`config.mk`:
```
export PLATFORM = sky130hd
export DESIGN_NAME = cdb_arbiter
export DESIGN_NICKNAME = d
export VERILOG_FILES = /design/src/rtl/cdb_arbiter.sv
export SDC_FILE = /design/constraint.sdc
export NUM_CORES = 1
export LEC_CHECK = 0
export ABC_AREA = 1
export CAP_MARGIN = 20
export CORE_ASPECT_RATIO = 1.25
export CORE_UTILIZATION = 36
export DETAILED_ROUTE_END_ITERATION = 7
export GPL_TIMING_DRIVEN = 0
export PLACE_DENSITY_LB_ADDON = 0.15
export SYNTH_ARGS = -nofsm -noshare
export SYNTH_HDL_FRONTEND = slang
export SYNTH_SLANG_ARGS = --single-unit
```
`constraint.sdc`:
```
create_clock -name clk -period 2.9 [get_ports clk]
set_input_delay 0.58 -clock clk [delete_from_list [all_inputs] [get_ports clk]]
set_output_delay 0.58 -clock clk [all_outputs]
set_load 0.02 [all_outputs]
```
`src/rtl/cdb_arbiter.sv`:
```
// cdb_arbiter
//   Round-robin arbiter between the execution units' result requests and the
//   common data bus. Each cycle at most one requesting EXU is accepted. Its
//   result appears on the registered CDB outputs for exactly one cycle.
//
// Ports
//   clk          clock, all state updates on the rising edge
//   rst          synchronous reset, active-high
//   flush        discard this cycle's grant and suppress the next broadcast
//   exu_req      per-EXU result request
//   exu_rdy      per-EXU accept, combinational, one-hot or zero
//   exu_tag      per-EXU tag,       slice i = [i*TAG_W     +: TAG_W]
//   exu_wdata    per-EXU data,      slice i = [i*32        +: 32]
//   exu_inst_id  per-EXU ROB index, slice i = [i*ROB_PTR_W +: ROB_PTR_W]
//   cdb_wr       broadcast valid
//   cdb_tag      broadcast tag
//   cdb_wdata    broadcast data
//   cdb_inst_id  broadcast ROB index
module cdb_arbiter #(
  parameter int N_EXU     = 4,
  parameter int TAG_W     = 4,
  parameter int ROB_DEPTH = 16,
  parameter int ROB_PTR_W = $clog2(ROB_DEPTH)
) (
  input  logic                       clk,
  input  logic                       rst,
  input  logic                       flush,
  input  logic [N_EXU-1:0]           exu_req,
  output logic [N_EXU-1:0]           exu_rdy,
  input  logic [N_EXU*TAG_W-1:0]     exu_tag,
  input  logic [N_EXU*32-1:0]        exu_wdata,
  input  logic [N_EXU*ROB_PTR_W-1:0] exu_inst_id,
  output logic                       cdb_wr,
  output logic [TAG_W-1:0]           cdb_tag,
  output logic [31:0]                cdb_wdata,
  output logic [ROB_PTR_W-1:0]       cdb_inst_id
);

  localparam int PTR_W = (N_EXU > 1) ? $clog2(N_EXU) : 1;
  localparam logic [PTR_W-1:0] LAST_IDX = PTR_W'(N_EXU - 1);

  logic [PTR_W-1:0]     ptr;

  logic                 hi_vld_p0;
  logic [PTR_W-1:0]     hi_idx_p0;
  logic                 lo_vld_p0;
  logic [PTR_W-1:0]     lo_idx_p0;
  logic                 vld_p0;
  logic [PTR_W-1:0]     grant_idx_p0;
  logic [PTR_W-1:0]     ptr_nxt_p0;
  logic [TAG_W-1:0]     tag_p0;
  logic [31:0]          wdata_p0;
  logic [ROB_PTR_W-1:0] inst_id_p0;

  logic                 vld_p1;
  logic [TAG_W-1:0]     tag_p1;
  logic [31:0]          wdata_p1;
  logic [ROB_PTR_W-1:0] inst_id_p1;

  // ---- Stage p0: round-robin grant and winner payload select ----
  // The rotating search is split into two fixed-priority searches: the lowest
  // requester at or above ptr wins; otherwise the lowest requester below ptr
  // wins. Scanning downwards leaves the lowest match in each half.
  always_comb begin
    hi_vld_p0 = 1'b0;
    hi_idx_p0 = '0;
    lo_vld_p0 = 1'b0;
    lo_idx_p0 = '0;
    for (int i = N_EXU - 1; i >= 0; i--) begin
      if (exu_req[i]) begin
        if (PTR_W'(i) >= ptr) begin
          hi_vld_p0 = 1'b1;
          hi_idx_p0 = PTR_W'(i);
        end else begin
          lo_vld_p0 = 1'b1;
          lo_idx_p0 = PTR_W'(i);
        end
      end
    end
  end

  // Grant depends only on requests, ptr, flush and rst, never on payload.
  assign vld_p0       = (hi_vld_p0 | lo_vld_p0) & ~flush & ~rst;
  assign grant_idx_p0 = hi_vld_p0 ? hi_idx_p0 : lo_idx_p0;

  // Explicit wrap so a non-power-of-two N_EXU never lands on an unused index.
  assign ptr_nxt_p0 = (grant_idx_p0 == LAST_IDX) ? '0 : grant_idx_p0 + 1'b1;

  always_comb begin
    exu_rdy    = '0;
    tag_p0     = '0;
    wdata_p0   = '0;
    inst_id_p0 = '0;
    for (int i = 0; i < N_EXU; i++) begin
      if (grant_idx_p0 == PTR_W'(i)) begin
        exu_rdy[i] = vld_p0;
        tag_p0     = exu_tag[i*TAG_W +: TAG_W];
        wdata_p0   = exu_wdata[i*32 +: 32];
        inst_id_p0 = exu_inst_id[i*ROB_PTR_W +: ROB_PTR_W];
      end
    end
  end

  // ---- Stage p1: registered CDB broadcast ----
  // Payload holds when nothing is broadcast; consumers qualify with cdb_wr.
  always_ff @(posedge clk) begin
    if (rst) begin
      ptr        <= '0;
      vld_p1     <= 1'b0;
      tag_p1     <= '0;
      wdata_p1   <= '0;
      inst_id_p1 <= '0;
    end else begin
      vld_p1 <= vld_p0;
      if (vld_p0) begin
        ptr        <= ptr_nxt_p0;
        tag_p1     <= tag_p0;
        wdata_p1   <= wdata_p0;
        inst_id_p1 <= inst_id_p0;
      end
    end
  end

  assign cdb_wr      = vld_p1;
  assign cdb_tag     = tag_p1;
  assign cdb_wdata   = wdata_p1;
  assign cdb_inst_id = inst_id_p1;

endmodule

```
==> results.ini <==
[setup_path]
critPathArrivalTime_ns = 2.29
r2r-start = ptr[1]
slowest_stage = clkdlybuf4s50_1
reg2reg_to = cdb_inst_id[0]
start_kind = primary input
path_max_fanout = 10
ff2ff_setup_slack_ns = 0.49
slowest_delay_ns = 0.45
reg2reg_depth = 15
crit_top_cell = nand2_2
cpLargestDelayFamily = buffers and inverters
path_buf_inv = 5
cp_cell_sequence = clkdlybuf4s50_1, nand2_1, nand2_2, nor2_4, nand2_2, nand2_4, inv_4, ha_4, inv_2, clkbuf_8, nor2_1, buf_4
required_ns = 2.32
critPathKind = in2out
crit_path_end_kind = output pin

[routing]
routedWlPerCell_um = 15.0
drt_wl_total_um = 12200
drtIter0Drc = 175
num_vias = 3995
drc = 0
first_pass_iters = 4
viasPerCell = 4.92
postRouteAntennaNets = 0

[grt]
grt_pass1_wl_um = 19100
gr-usage-met2_pct = 48.8
grt_max_degree = 13
grt_pass1_vias = 3953
grt_overflow_total = 0
use_met1_pct = 30.2
antenna_found_initial = 0
busiest_layer = met2
grt_usage_pct = 26.5
grt.met3_usage_pct = 5.67

[place]
placedCellCount = 803
dp_hpwl_um = 9510
place_area_sq_um = 5350
port_buffers = 211
place.gp.congestion = 0.843

[clock_tree]
cts_inserted_buffers = 5
clock_path_buffers = 2
cts_tree = yes
clock_sinks = 43
clock_latency_ns = 0.30
cts_htree_levels = 2
clk_pin_slew_ns = 0.08
root_buffer = clkbuf_8

[power_and_ir_drop]
p_leak_nw = 2.45
ir_worst_vdd_mv = 0.224
powerDensity_nw_per_um2 = 437
fin_total_pwr_mw = 2.42

[sta]
period_share_pct = 99.0
skew_ns = 0.00470
whs_ns = 0.464
fin_crit_ns = 2.87
fmax_ghz = 0.348
rsz0062_at_grt = true
slew_viol_final = 0
worst_pin_slew_ns = 0.535
setup_viol = 0
relSlewSlack_pct = 64.3
hold_viol = 0

[cells_and_area]
n_fill_cell = 754
final_cells = 812
diodes = 0
layout_commonest_cell = nand2_1
nets = 885
design_area_sq_um = 5530
area_growth_pct = 77.8
mostFrequentLayoutCells = nand2_1 (251), clkdlybuf4s50_1 (206), dfxtp_1 (43)
drive_gt1_share_pct = 11.3

[yosys]
syn-num-nets = 666
synth_cell_type_count = 19
synthCells = 495
synth_top_area_share_pct = 30.6
ys.warnings.count = 0
synth_xor_area_share_pct = 0
yosys-top-cells-area = nand2_1 (31%), dfxtp_1 (28%), nand3_2 (9.7%)
synth_fa_ha_area_share_pct = 1.61
avgSynthCellArea_sq_um = 6.29
seq_area_frac_synth_pct = 27.7
synth_compound_area_share_pct = 16.5
netlist_area_sq_um = 3110
ys_ff_latch = 43
synth_top_area_cell = nand2_1
synth-simple-area-share_pct = 44.9
synth_top_family_by_area = simple AND/OR/NAND/NOR gates
yosys-mux-area-fraction_pct = 0

[min_path]
holdCritStartpoint = cdb_inst_id[1]
hold_depth = 2
hp-class = reg2reg
holdPathEnd = cdb_inst_id[1]

[floorplan]
dieWidth_um = 85.2
die_h_um = 106
io-pin-count = 212
initial_core_util_pct = 37.6
rows = 37
dieArea_sq_um = 9020
core_region_area_sq_um = 8290

[job]
max-cap-violations = 0

[run_status]
outcome = complete, no violations

## power breakdown
group / switching (mW) / internal (mW)
Combinational: 0.668 / 0.625
Sequential: 0.0629 / 0.680
Clock: 0.210 / 0.170
Total: 0.942 / 1.47
## metrics by stage
stage / worst slack, ns / setup TNS, ns / util [%]
CTS: 0.0360 / 0 / 66.6
global route: -0.0434 / -0.0555 / 66.8
detailed placement: -0.943 / -13.34 / 64.5
finish: 0.0288 / 0 / 66.8
global placement: -0.933 / -14.66 / 64.5
floorplan: 0.370 / 0 / -
## repair_timing
item / 4_1_cts / 5_1_grt
setup endpoints to repair: 6 / 23
resized for setup: 41 / 4
pin swaps: 6 / 2
hold buffers: 0 / 0
buffers inserted: 4 / 0
## worst max-delay path by stage
stage | startpoint | to | slack (ns) | cells after the start
final | exu_req[1] | exu_rdy[3] | 0.03 | 12
after CTS | exu_req[1] | exu_rdy[3] | 0.04 | 12
after floorplan | exu_req[1] | exu_rdy[1] | 0.37 | 11
after detailed placement | exu_req[1] | exu_rdy[1] | -0.94 | 13
after global placement | exu_req[2] | exu_rdy[2] | -0.93 | 11
after global routing | exu_req[1] | exu_rdy[3] | -0.04 | 12
## layout make-up
cell class / instances / area [sq um] / area share (%)
Timing Repair Buffer: 215 / 2130 / 38.6
Multi-Input combinational cell: 398 / 2020 / 36.6
Sequential cell: 43 / 861 / 15.6
Buffer: 37 / 258 / 4.66
Tap cell: 97 / 121 / 2.19
Clock buffer: 7 / 76.3 / 1.38
Inverter: 14 / 55.1 / 0.995
Clock inverter: 1 / 5.00 / 0.0904
## worst reg2reg max path, delay by kind of cell, from the launching register on
| family | cells | cell delay (ns) |
|---|---|---|
| AOI/OAI and AO/OA | 2 | 0.33 |
| adders and majority gates | 1 | 0.17 |
| buffers and inverters | 3 | 0.51 |
| DFF | 1 | 0.44 |
| and+or+nand+nor | 9 | 0.93 |
## routing by layer
layer	wire, um	vias up
li1	-	2041
met1	4920	1782
met2	6220	152
met3	789	20
met4	234	0
met5	0	-
## synthesized netlist by cell type
cell and instances:
clkinv_1 1, buf_12 4, inv_1 12, inv_2 1, buf_4 3, nand2_4 1, o21a_1 1, nand2_1 254
clkbuf_1 23, nor2_1 11, nand2_2 3, dfxtp_1 43, nand3_2 30, nand3_1 12, a21oi_1 41, o211ai_1 40
buf_2 10, nor2_4 1, ha_1 4
## flip-flops by register name (all words and copies together) (netlist names)
name	flops
ptr	2
cdb_tag	4
cdb_wr	1
cdb_inst_id	4
cdb_wdata	32
## logic make-up (layout without fill, tap and decap cells)
logic type / count (synthesis) / after routing
buf+inv: 54 / 274
fa+ha+maj: 4 / 4
flops: 43 / 43
simple gates: 312 / 312
compound gates: 82 / 82
Power figures use the tool's default switching activity.
